File: src/rtl/serial_adder.sv
// Bit-serial adder: operands are captured on start, then summed LSB first
// through one full-adder cell and a carry flip-flop, one bit per clock.
// {carryOut, sum} = a + b + carryIn, presented with a one-cycle done pulse.
module serial_adder #(
  parameter int unsigned WIDTH = 8
) (
  input  logic             clk,
  input  logic             reset,
  input  logic             start,
  input  logic [WIDTH-1:0] a,
  input  logic [WIDTH-1:0] b,
  input  logic             carryIn,
  output logic [WIDTH-1:0] sum,
  output logic             carryOut,
  output logic             busy,
  output logic             done
);

  localparam int unsigned CW = (WIDTH > 1) ? $clog2(WIDTH) : 1;

  typedef enum logic [1:0] {
    IDLE,
    RUN,
    DONE
  } state_t;

  state_t         state;
  state_t         state_nx;
  logic [WIDTH-1:0] ar;
  logic [WIDTH-1:0] br;
  logic [WIDTH-1:0] sr;
  logic [WIDTH-1:0] sr_next;
  logic             c;
  logic [CW-1:0]    count;
  logic             s;
  logic             cy;
  logic             last;

  // Full-adder cell on the current LSBs plus the stored carry
  always_comb begin
    s       = ar[0] ^ br[0] ^ c;
    cy      = (ar[0] & br[0]) | (ar[0] & c) | (br[0] & c);
    last    = (count == CW'(WIDTH - 1));
    // Shift the new sum bit in at the MSB; written without a slice so it
    // stays legal when WIDTH is 1.
    sr_next = (sr >> 1) | (WIDTH'(s) << (WIDTH - 1));
  end

  // State register
  always_ff @(posedge clk) begin
    if (reset) state <= IDLE;
    else       state <= state_nx;
  end

  // Next-state logic
  always_comb begin
    state_nx = state;
    unique case (state)
      IDLE:    if (start) state_nx = RUN;
      RUN:     if (last)  state_nx = DONE;
      DONE:    state_nx = IDLE;
      default: state_nx = IDLE;
    endcase
  end

  // Operand capture, bit-serial datapath and result registers
  always_ff @(posedge clk) begin
    if (reset) begin
      ar       <= '0;
      br       <= '0;
      sr       <= '0;
      c        <= 1'b0;
      count    <= '0;
      sum      <= '0;
      carryOut <= 1'b0;
    end else begin
      unique case (state)
        IDLE: begin
          if (start) begin
            ar    <= a;
            br    <= b;
            c     <= carryIn;
            count <= '0;
          end
        end
        RUN: begin
          c     <= cy;
          sr    <= sr_next;
          ar    <= ar >> 1;
          br    <= br >> 1;
          count <= count + CW'(1);
          if (last) begin
            sum      <= sr_next;
            carryOut <= cy;
          end
        end
        default: ;
      endcase
    end
  end

  // Status flags decoded straight from the registered state
  always_comb begin
    busy = (state != IDLE);
    done = (state == DONE);
  end

endmodule

File: config.mk
export PLATFORM = sky130hd
export DESIGN_NAME = serial_adder
export DESIGN_NICKNAME = d
export VERILOG_FILES = /design/src/rtl/serial_adder.sv
export SDC_FILE = /design/constraint.sdc
export NUM_CORES = 1
export LEC_CHECK = 0
export BUFFER_PORTS_ARGS = -buffer_cell sky130_fd_sc_hd__buf_2
export CORE_MARGIN = 4
export CORE_UTILIZATION = 53
export DETAILED_ROUTE_END_ITERATION = 10
export PLACE_DENSITY = 0.8
export SKIP_CTS_REPAIR_TIMING = 1
export SYNTH_ARGS = -nofsm -noshare
export SYNTH_HDL_FRONTEND = slang
export SYNTH_SLANG_ARGS = --single-unit
File: constraint.sdc
create_clock -name clk -period 1.8 [get_ports clk]
set_input_delay 0.09 -clock clk [delete_from_list [all_inputs] [get_ports clk]]
set_output_delay 0.09 -clock clk [all_outputs]
set_load 0.02 [all_outputs]
* Yosys cells after proc, flatten, opt, wreduce, memory -nomap -nowiden
Cells that the tools add are included.
Storage, ports and cells: register bits 39, input bits 20, output and inout port bits 11, logic and storage cells 39
Operators by class: $add $sub $neg 1, eq/ne operators 5, multiplexer cells 11, bitwise operators 8, reduce and logical (&&, ||, !) cells 6
Operator list (number):
- one-hot mux 8 bit (2 select lines) | 2
- two-way mux 8 bit | 2
- OR 7 x 8 -> 8 bit | 1
- one-hot mux 3 bit (2 select lines) | 1
- AND reduction 2 bit | 3
- two-way mux 2 bit | 2
- inequality test 2 bit (second input constant) | 2
- one-hot mux 2 bit (2 select lines) | 1
- nonzero test 2 bit | 2
- adder 3 x 1 -> 3 bit (second input constant) | 1
- bitwise AND 1 bit | 3
- equality test 3 bit (second input constant) | 1
- two-way mux 3 bit | 1
- equality test 2 x 1 -> 1 bit (second input constant) | 1
- equality test 2 bit (second input constant) | 1
- zero test 2 bit | 1
- OR 1 bit | 2
- one-hot mux 1 bit (2 select lines) | 1
- bitwise XOR 1 bit | 2
- two-way mux 1 bit | 1

* Logic depth before layout (Yosys ltp)
word-level depth 4, gate-level depth with buffers 6, depth with buffers taken out 5

* Worst setup path before layout
OpenSTA, ideal clock, no wires.
kind flip-flop to flip-flop, start point reg count[0], end point reg state[0], library setup time 0.131 ns, arrival time 1.126 ns, data required time 1.669 ns, path slack 0.543 ns, cell stages (with the launch flop) 7, path buffers 1, clock period less this slack 1.257 ns, cell sequence dfxtp_1 -> ha_1 -> ha_1 -> clkbuf_1 -> inv_1 -> mux2i_1 -> nor3_1
On the way: word-level cells in the longest chain between the ends 3
RTL lines:
- from (decl) | line 34 | logic [CW-1:0] count;
- from (signal assigned) | line 91 | count <= count + CW'(1);
- equality test 3 bit | line 43 | last = (count == CW'(WIDTH - 1));
- inequality test 2 bit (no line)
- AND reduction 2 bit (no line)
- to (signal assigned) | line 52 | else state <= state_nx;
- to (decl) | line 27 | state_t state;
No other way between the ends. A chain may end at the register's enable or synchronous reset.

* Worst setup path after layout
start point reg state[1], end point reg br[2]
On the way: word-level cells in the longest chain between the ends 3, elaborated cells on any way between the ends 6, those cells by class eq/ne: 2; mux: 1; reduce/logical: 3
RTL lines:
- equality test 2 x 1 -> 1 bit or zero test 2 bit (tied branches) | line 77 | unique case (state)
- nonzero test 2 bit (no line) or inequality test 2 bit (tied branches)
- AND reduction 2 bit (no line)
- to (signal assigned) | line 90 | br <= br >> 1;
- to (decl) | line 30 | logic [WIDTH-1:0] br;
Several ways; a longest one is shown, not always the timed one.

==> impl_metrics.yaml <==
power_and_ir_drop:
  peakVddDrop_uv: 511
  combPwrFrac_pct: 10.4
  switching_share_pct: 23.9
  switchingPower_mw: 0.393
  p_int_mw: 1.26
  pwr-share-seq_pct: 55.2
  total_power_mw: 1.65
  p_leak_nw: 0.739
  power.density_mw_per_mm2: 911
  p_clk_share_pct: 34.4
final_layout:
  syn_to_final_growth_pct: 14.7
  fillers: 238
  final_area_mm2: 0.00181
  final_layout_size_suffix_gt1_share_pct: 24.8
  layout_commonest_cell: "dfxtp_1"
  diodes: 0
  utilization_pct: 64.5
  final_cells: 237
  final_cell_mix: "38 x dfxtp_1, 34 x a21oi_1, 30 x buf_2, 23 x nand2_1, 17 x inv_1"
  fin_nets: 228
placement:
  dpl_worst_slack_ns: 0.416
  placedCellCount: 227
  hpwlAfterDp_mm: 2.22
  dpl_cell_area_mm2: 0.00172
  port-buffer-count: 30
  place_congestion: 0.781
worst_setup_path:
  start_kind: "register"
  path_cells: "and2b_2, nand2b_2, o221a_2"
  worstSetupPathType: "reg2reg"
  critical_path_buf_inv_count: 0
  worstPathArrival_ns: 1.71
  critical_path.max_stage_delay_ns: 0.58
  ff2ff_path_depth: 3
  rrSetupSlack_ns: 0.38
  crit_family: "flip-flops"
  crit_fanout: 14
  r2r_end: "br[2]"
  critPathCaptureType: "register"
  critPathRequiredTime_ns: 2.09
  cpMaxStageDelayCell: "dfxtp_1"
  r2r_start: "state[1]"
sta:
  slew_headroom_pct: 56.4
  skew_ns: 0.00594
  timing.hold.ws_ns: 0.00676
  max_freq_mhz: 704
  worst_slew_pin_slew_ns: 0.654
  fin_crit_ns: 1.42
  tns_ns: 0
  finalHoldViolations: 0
  slew_viol_final: 0
  fin_crit_sh_pct: 78.9
  setup_viol: 0
  layout_setup_ws_ns: 0.380
  rsz0062_at_grt: "no"
logic_synthesis:
  ys.flop_type: "dfxtp_1"
  netlist_area_mm2: 0.00158
  avgSynthCellArea_um2: 8.92
  yosys_warnings: 0
  yosysSeqAreaShare_pct: 48.2
  postSynthCellCount: 177
  synth_fp_nets: 200
  async_flop_share_pct: 0
  yosysUniqueCellTypes: 28
  synth_edf_count: 0
  synth-seq-cells: 38
die:
  start_util_pct: 56.3
  ios: 31
  die_w_um: 62.6
  dieArea_mm2: 0.00392
  rows: 19
  core-area_mm2: 0.00281
  die_h_um: 62.6
route:
  route.vias.total: 1311
  routedWlPerCell_um: 13.5
  ant_nets: 0
  drc: 0
  viasPerCell: 5.53
  routed_wl_mm: 3.20
  drt-initial-drc-count: 88
  firstDrtPassIters: 4
global_route:
  grt_use_total_pct: 18.0
  overflow: 0
  grt_max_degree: 39
  antenna_found_initial: 0
  grt_pass1_wl_mm: 5.66
  grt_pass1_vias: 1281
clock_network:
  cts_root_buf: "clkbuf_4"
  cts_tree: "built"
  cts_max_level: 2
  clock_tree.buffer_depth: 2
  cts_made_buffers: 5
  clk_latency_ns: 0.34
  path_clk_slew_ns: 0.11
  cts.sink_count: 38
min_path:
  hold_start: "a[7]"
  min_to: "ar[7]"
  hold_depth: 3
  hold_path.class: "in2reg"
job:
  drv_cap: 0
status:
  status: "completed"
flip-flops by register name, summed over array words and instances (netlist names):
register,flops
carryOut,1
c,1
ar,8
state,2
sum,8
sr,7
br,8
count,3
Yosys cell counts (all sizes together), types with 3 or more instances:
master | instances | area share [%]
a21oi | 34 | 11
buf | 11 | 4.2
clkbuf | 3 | 0.71
dfxtp | 38 | 48
inv | 17 | 4.0
nand2 | 23 | 5.5
nand3 | 9 | 2.9
nand3b | 3 | 1.4
nor2 | 7 | 2.3
o221a | 15 | 11
layout make-up:
type	count	area [µm²]	area share [%]
Multi-Input combinational cell	108	679	37.5
Clock buffer	7	45.0	2.49
Clock inverter	1	30.0	1.66
Inverter	17	63.8	3.52
Sequential cell	38	761	42.0
Tap cell	31	38.8	2.14
Timing Repair Buffer	35	193	10.6
worst max-delay path by stage:
stage | slack, ns | endpoint | cells past startpoint | startpoint
global placement | 0.45 | br[2] | 3 | state[1]
finish | 0.38 | br[2] | 3 | state[1]
floorplan | 0.54 | state[0] | 6 | count[0]
CTS | 0.39 | ar[6] | 4 | state[0]
detailed placement | 0.42 | ar[6] | 4 | state[0]
global route | 0.26 | sum[4] | 5 | count[0]
cells by family (layout without fill, tap and decap cells):
family / count (synthesis) / in the layout / share of synthesized area (%)
fa+ha+maj: 3 / 3 / 2.85
flops: 38 / 38 / 48.2
buf+inv: 31 / 60 / 8.95
mux: 1 / 1 / 0.634
compound gates: 55 / 55 / 24.3
simple gates: 49 / 49 / 15.1
power groups by stage:
stage | combinational, mW | sequential [mW] | clock, mW
6_report | 0.172 | 0.911 | 0.567
4_1_cts | 0.170 | 0.911 | 0.580
5_1_grt | 0.195 | 0.916 | 0.608
2_1_floorplan | 0.134 | 0.919 | 0
3_5_place_dp | 0.169 | 0.929 | 0
3_3_place_gp | 0.160 | 0.927 | 0
worst register-to-register path, stage by stage, from the launching register on:
cell	delay, ns
dfxtp_1	0.58
and2b_2	0.31
nand2b_2	0.24
o221a_2	0.24
layer usage:
metal	part of all wire (%)	vias up	wire, µm	track usage (%)
met1	45	607	1440	21.0
li1	-	670	-	-
met3	5.2	5	168	5.22
met4	1.7	0	56	9.09
met2	48	29	1540	30.0
met5	0	-	0	0
Note: power is estimated with default switching activity, not from simulation.
